$ cat src/rtl/simmem_pkg.sv
// Shared constants and types for the write-response delay releaser.
// The optional occupancy counter is enabled with SIMMEM_RELEASER_PENDING_CNT_EN.
package simmem_pkg;

  localparam int WriteRespBankTotalCapacity = 16;
  localparam int WriteRespBankAddrWidth     = $clog2(WriteRespBankTotalCapacity);
  localparam int DelayWidth                 = 8;

  typedef enum logic [1:0] {
    SlotIdle,
    SlotCounting,
    SlotEligible
  } slot_state_e;

  typedef logic [DelayWidth-1:0] delay_t;

endpackage

$ cat src/rtl/simmem_delay_slot.sv
// One tracked bank address: IDLE -> COUNTING -> ELIGIBLE -> IDLE.
// Eligibility is asserted max(delay,1) cycles after the load cycle.
module simmem_delay_slot
  import simmem_pkg::*;
#(
  parameter int DelayWidth = simmem_pkg::DelayWidth
) (
  input  logic                  clk_i,
  input  logic                  rst_ni,
  input  logic                  load_i,
  input  logic [DelayWidth-1:0] delay_i,
  input  logic                  release_i,
  output logic                  eligible_o,
  output logic                  idle_o
);

  slot_state_e           r_state;
  slot_state_e           w_state_next;
  logic [DelayWidth-1:0] r_count;
  logic [DelayWidth-1:0] w_count_next;

  always_ff @(posedge clk_i or negedge rst_ni) begin
    if (!rst_ni) begin
      r_state <= SlotIdle;
      r_count <= '0;
    end else begin
      r_state <= w_state_next;
      r_count <= w_count_next;
    end
  end

  // The load cycle itself counts as the first elapsed cycle, so the counter
  // holds delay-1 on entry to COUNTING; delays of 0 and 1 skip COUNTING.
  always_comb begin
    w_state_next = r_state;
    w_count_next = r_count;
    unique case (r_state)
      SlotIdle: begin
        if (load_i) begin
          if (delay_i > DelayWidth'(1)) begin
            w_state_next = SlotCounting;
            w_count_next = delay_i - DelayWidth'(1);
          end else begin
            w_state_next = SlotEligible;
            w_count_next = '0;
          end
        end
      end
      SlotCounting: begin
        if (r_count == DelayWidth'(1)) begin
          w_state_next = SlotEligible;
          w_count_next = '0;
        end else begin
          w_count_next = r_count - DelayWidth'(1);
        end
      end
      SlotEligible: begin
        if (release_i) begin
          w_state_next = SlotIdle;
        end
      end
      default: begin
        w_state_next = SlotIdle;
        w_count_next = '0;
      end
    endcase
  end

  assign eligible_o = (r_state == SlotEligible);
  assign idle_o     = (r_state == SlotIdle);

endmodule

$ cat src/rtl/simmem_wresp_delay_releaser.sv
// Per-slot delay tracker gating the write-response bank's release enables.
// Define SIMMEM_RELEASER_PENDING_CNT_EN to add the num_pending_o occupancy counter.
module simmem_wresp_delay_releaser
  import simmem_pkg::*;
#(
  parameter int NumSlots      = WriteRespBankTotalCapacity,
  parameter int SlotAddrWidth = WriteRespBankAddrWidth,
  parameter int DelayWidth    = simmem_pkg::DelayWidth
) (
  input  logic                     clk_i,
  input  logic                     rst_ni,
  input  logic                     entry_valid_i,
  output logic                     entry_ready_o,
  input  logic [SlotAddrWidth-1:0] entry_addr_i,
  input  logic [DelayWidth-1:0]    entry_delay_i,
  output logic [NumSlots-1:0]      release_en_o,
  input  logic [NumSlots-1:0]      released_addr_onehot_i
`ifdef SIMMEM_RELEASER_PENDING_CNT_EN
  ,
  output logic [$clog2(NumSlots+1)-1:0] num_pending_o
`endif
);

  logic [NumSlots-1:0] w_addr_hit;
  logic [NumSlots-1:0] w_load;
  logic [NumSlots-1:0] w_idle;
  logic [NumSlots-1:0] w_eligible;
  logic                w_handshake;

  // An out-of-range address matches no slot, so ready stays low and it stalls.
  assign entry_ready_o = rst_ni && |(w_addr_hit & w_idle);
  assign w_handshake   = entry_valid_i && entry_ready_o;
  assign release_en_o  = w_eligible;

  for (genvar gi = 0; gi < NumSlots; gi++) begin : g_slot
    assign w_addr_hit[gi] = (entry_addr_i == SlotAddrWidth'(gi));
    assign w_load[gi]     = w_handshake && w_addr_hit[gi];

    simmem_delay_slot #(
      .DelayWidth (DelayWidth)
    ) u_slot (
      .clk_i      (clk_i),
      .rst_ni     (rst_ni),
      .load_i     (w_load[gi]),
      .delay_i    (entry_delay_i),
      .release_i  (released_addr_onehot_i[gi]),
      .eligible_o (w_eligible[gi]),
      .idle_o     (w_idle[gi])
    );
  end

`ifdef SIMMEM_RELEASER_PENDING_CNT_EN
  localparam int PendW = $clog2(NumSlots + 1);

  logic [PendW-1:0]    r_num_pending;
  logic [PendW-1:0]    w_release_cnt;
  logic [NumSlots-1:0] w_honoured;

  // Only releases that hit an ELIGIBLE slot actually free it.
  assign w_honoured = released_addr_onehot_i & w_eligible;

  always_comb begin
    w_release_cnt = '0;
    for (int i = 0; i < NumSlots; i++) begin
      w_release_cnt = w_release_cnt + PendW'(w_honoured[i]);
    end
  end

  always_ff @(posedge clk_i or negedge rst_ni) begin
    if (!rst_ni) begin
      r_num_pending <= '0;
    end else begin
      r_num_pending <= r_num_pending + PendW'(w_handshake) - w_release_cnt;
    end
  end

  assign num_pending_o = r_num_pending;
`endif

endmodule
$ cat config.mk
export PLATFORM = sky130hd
export DESIGN_NAME = simmem_wresp_delay_releaser
export DESIGN_NICKNAME = d
export VERILOG_FILES = /design/src/rtl/simmem_pkg.sv /design/src/rtl/simmem_delay_slot.sv /design/src/rtl/simmem_wresp_delay_releaser.sv
export SDC_FILE = /design/constraint.sdc
export NUM_CORES = 1
export LEC_CHECK = 0
export CORE_ASPECT_RATIO = 0.8
export CORE_UTILIZATION = 30
export DETAILED_ROUTE_END_ITERATION = 7
export PLACE_DENSITY_LB_ADDON = 0.25
export REMOVE_ABC_BUFFERS = 1
export SYNTH_ARGS = -nofsm -noshare
export SYNTH_HDL_FRONTEND = slang
export SYNTH_SLANG_ARGS = --single-unit
$ cat constraint.sdc
create_clock -name clk_i -period 7.4 [get_ports clk_i]
set_input_delay 0.74 -clock clk_i [delete_from_list [all_inputs] [get_ports clk_i]]
set_output_delay 0.74 -clock clk_i [all_outputs]
set_load 0.05 [all_outputs]
==> metrics.log <==
[metrics] CP max FO: 13
[metrics] Area Overhead vs Synth: 12.7%
[metrics] number of search-and-repair iterations in the first detailed-routing pass: 5
[metrics] type of the setup path with the least slack: input port to primary output
[metrics] initial antenna violation count: 3
[metrics] starting utilization of the core area: just over 30%
[metrics] half-perimeter wire length of the detailed placement result: approximately 24,000 um
[metrics] final-report setup violation count: 0
[metrics] share of post-route cells with drive strength above 1: 7.00%
[metrics] number of global-route vias before repair: between 9k and 10k
[metrics] highest attainable clock frequency: 219 MHz
[metrics] setup_tns: 0 ps
[metrics] end of the worst register-to-register path: g_slot[9].u_slot.r_count[6]
[metrics] Critical Path Sink: entry_ready_o
[metrics] input/output buffers: 47
[metrics] number of nets at the end of the flow: around 1.3k
[metrics] clock tree from TritonCTS: built
[metrics] number of flops mapped to enable cells by yosys: 0
[metrics] First DRT Iteration DRCs: roughly 760
[metrics] CTS root buf: clkbuf_16
[metrics] sum of overflow across all layers after global routing: 0
[metrics] routability congestion estimate: 0.927
[metrics] count of antenna-violating nets left after detailed routing: 0
[metrics] transition time at the pin with the least slew margin: approximately 1100 ps
[metrics] number of pins with negative max-slew slack in the final report: 0
[metrics] Routed WL: approximately 34,000 um
[metrics] CP Launch Type: input port
[metrics] CTS Hold Bufs: 0
[metrics] minimum hold slack: roughly 250 ps
[metrics] sequential fraction of the synthesis area: between 30% and 40%
[metrics] total DRC errors in the routed layout: 0
[metrics] Tcrit/Tclk final: between 60% and 70%
[metrics] overall die area: between 0.03 and 0.04 mm^2
[metrics] CTS HTree Levels: 4
[metrics] number of rows in the core area: roughly 60
[metrics] post-synthesis cell type count: 81
[metrics] final hold vios: 0
[metrics] global-route wire length before repair: ~54,000 um
[metrics] clock-pin slew reported for the worst setup and hold paths after clock tree synthesis: around 60 ps
[metrics] power density normalized to cell area: slightly above 400 mW/mm^2
[metrics] reg-to-reg slack, setup: 3780 ps
[metrics] mean instance size in the synthesized netlist: 8.60 um^2
[metrics] dominant synthesized flop cell: dfrtp_1
[metrics] Static Leak: 0.00488 uW
[metrics] number of vias per cell: 5.69
[metrics] top cells by area, synth: dfrtp_1 (37%), nor2_1 (4.5%), ha_1 (3.9%)
[metrics] pin count of the biggest net entering global routing: 63
[metrics] worst reg2reg path depth: 8
[metrics] time the final worst path needs with I/O delays and setup: approximately 4600 ps
[metrics] Core Region: 0.0352 mm^2
[metrics] peak supply drop: 0.207 mV
[metrics] height of the chip: ~170 um
[metrics] classification of the worst-slack hold path: input port to asynchronous set/reset pin
[metrics] max-cap viol count: 0
[metrics] data arrival time of the worst path: 3820 ps
[metrics] RSZ-0062 raised after global routing: no
[metrics] number of buffers between clock root and the deepest sink: 2
[metrics] die width: around 210 um
[metrics] relative slew slack: 27.9%
[metrics] Yosys warning total: 0
[metrics] GR Util All Layers: a little under a fifth
[metrics] share of synthesized flip-flops with an asynchronous set or reset: 100%
[metrics] share of Yosys cell area claimed by the top area cell type: between 30% and 40%
[metrics] outcome: finished, final reports clean
[metrics] wire per inst: just under 20 um
[metrics] biggest area consumer among synthesized cells: dfrtp_1
[metrics] number of standard cells after synthesis: around 1.3k
[metrics] count of state elements after synthesis: 160
[metrics] number of clock sinks seen by CTS: 160
[metrics] total power: 5050 uW
[metrics] CP Data Required Time: roughly 6700 ps
[metrics] clock latency reported for the late side of the worst-skew pair: roughly 450 ps
[metrics] critical path capture point type: primary output
[metrics] Cell Area, Synth: ~0.011 mm^2
[metrics] worst setup path startpoint: entry_addr_i[2]
[metrics] post-CTS setup buffers: 0
[metrics] number of top-level design ports: between 40 and 50
[metrics] number of cells upsized or downsized after cts: 0
[metrics] overall via count from detail_route: about 10k
[metrics] launch instance of the worst register-to-register path: g_slot[3].u_slot.r_state[0]
[metrics] TritonCTS buffer count: 17
[metrics] Post-Route Utilization: roughly a third
[metrics] worst clock skew on the final layout: around 19 ps
layer usage:
| metal | vias up | routed length (um) | share of wire [%] | global-route usage [%] |
|---|---|---|---|---|
| li1 | 4722 | - | - | - |
| met1 | 4889 | 16500 | 48 | 26.6 |
| met2 | 361 | 14700 | 43 | 28.0 |
| met3 | 49 | 2470 | 7.2 | 4.06 |
| met4 | 0 | 873 | 2.5 | 7.52 |
| met5 | - | 0 | 0 | 0 |
report_power, final:
group / total [uW] / switching [uW] / internal, uW
sequential: 1800 / 542 / 1260
clock: 877 / 394 / 483
combinational: 2370 / 1370 / 1000
total: 5050 / 2300 / 2750
how the worst min path moves through the flow:
| stage | endpoint | from | cells after the start | slack [ps] |
|---|---|---|---|---|
| after detailed placement | g_slot[5].u_slot.r_count[4] | g_slot[5].u_slot.r_count[4] | 1 | 470 |
| after global routing | g_slot[15].u_slot.r_count[7] | rst_ni | 1 | 280 |
| after CTS | g_slot[15].u_slot.r_count[7] | rst_ni | 1 | 270 |
| after global placement | g_slot[5].u_slot.r_count[4] | g_slot[5].u_slot.r_count[4] | 1 | 470 |
| final | g_slot[15].u_slot.r_count[7] | rst_ni | 1 | 250 |
| after floorplan | g_slot[0].u_slot.r_count[0] | rst_ni | 0 | 440 |
synthesized netlist by cell type, types with 11 or more instances:
cell type / n
a21oi_1: 55
a22oi_1: 13
a31o_2: 11
a31oi_1: 20
a32oi_1: 12
buf_4: 18
clkbuf_1: 36
dfrtp_1: 160
ha_1: 34
inv_1: 64
mux2i_1: 26
nand2_1: 108
nand2b_1: 42
nand3_1: 18
nor2_1: 130
nor2b_1: 21
nor3_1: 57
nor4_1: 22
o211ai_1: 12
o21ai_0: 65
o221ai_1: 11
o22ai_1: 56
o2bb2ai_1: 38
o31ai_1: 12
o32ai_1: 13
or3_1: 14
xnor2_1: 21
xor2_1: 15
critical path, cell delays in order:
cell	delay (ps)
clkdlybuf4s50_1	750
nand2b_1	260
or2_1	310
o2111a_1	250
nand3_1	130
nor3_1	390
buf_4	240
nor2b_1	50
clkdlybuf4s50_1	690
cells by family (layout without fill, tap and decap cells):
group           Yosys count  in the layout  share of synthesized area, %
other cells               0              3                             0
mux                      34             34                          3.26
buf+inv                 137            158                          5.67
simple gates            460            460                          20.6
fa+ha+maj                34             34                          3.91
flops                   160            160                          36.8
compound gates          404            404                          26.8
xor+xnor                 36             36                          2.90
registers in the layout, indices dropped and copies added, names as in the netlist:
name and flops:
g_slot.u_slot.r_count 128, g_slot.u_slot.r_state 32
layout by cell type (no fill, tap or decap), types with 17 or more instances in the layout:
cell type,instances
nor2_1,129
nor3_1,57
mux2i_1,26
o2bb2ai_1,38
nor2b_1,21
nand2b_1,42
ha_1,34
a21oi_1,55
clkdlybuf4s50_1,46
xnor2_1,21
a31oi_1,20
dfrtp_1,160
clkbuf_16,17
inv_1,64
nor4_1,22
nand3_1,18
o22ai_1,56
o21ai_0,64
nand2_1,108
layout make-up:
class | count | area [um^2]
multi-input cells | 968 | 6260
inverters | 64 | 240
well taps | 472 | 591
clock inverters | 11 | 110
repair buffers | 62 | 584
clock buffers | 21 | 460
flip-flops and latches | 160 | 4000
fillers | 3596 | 22900
diodes | 3 | 7.51
metrics by stage:
stage	instance area [um^2]	cells	setup slack (ps)
after floorplan	10500	1192	3780
after global placement	11700	1726	2990
after detailed placement	11700	1726	2880
after CTS	12200	1758	2880
after global routing	12300	1761	2590
final	12300	1761	2840
Power figures use the tool's default switching activity.
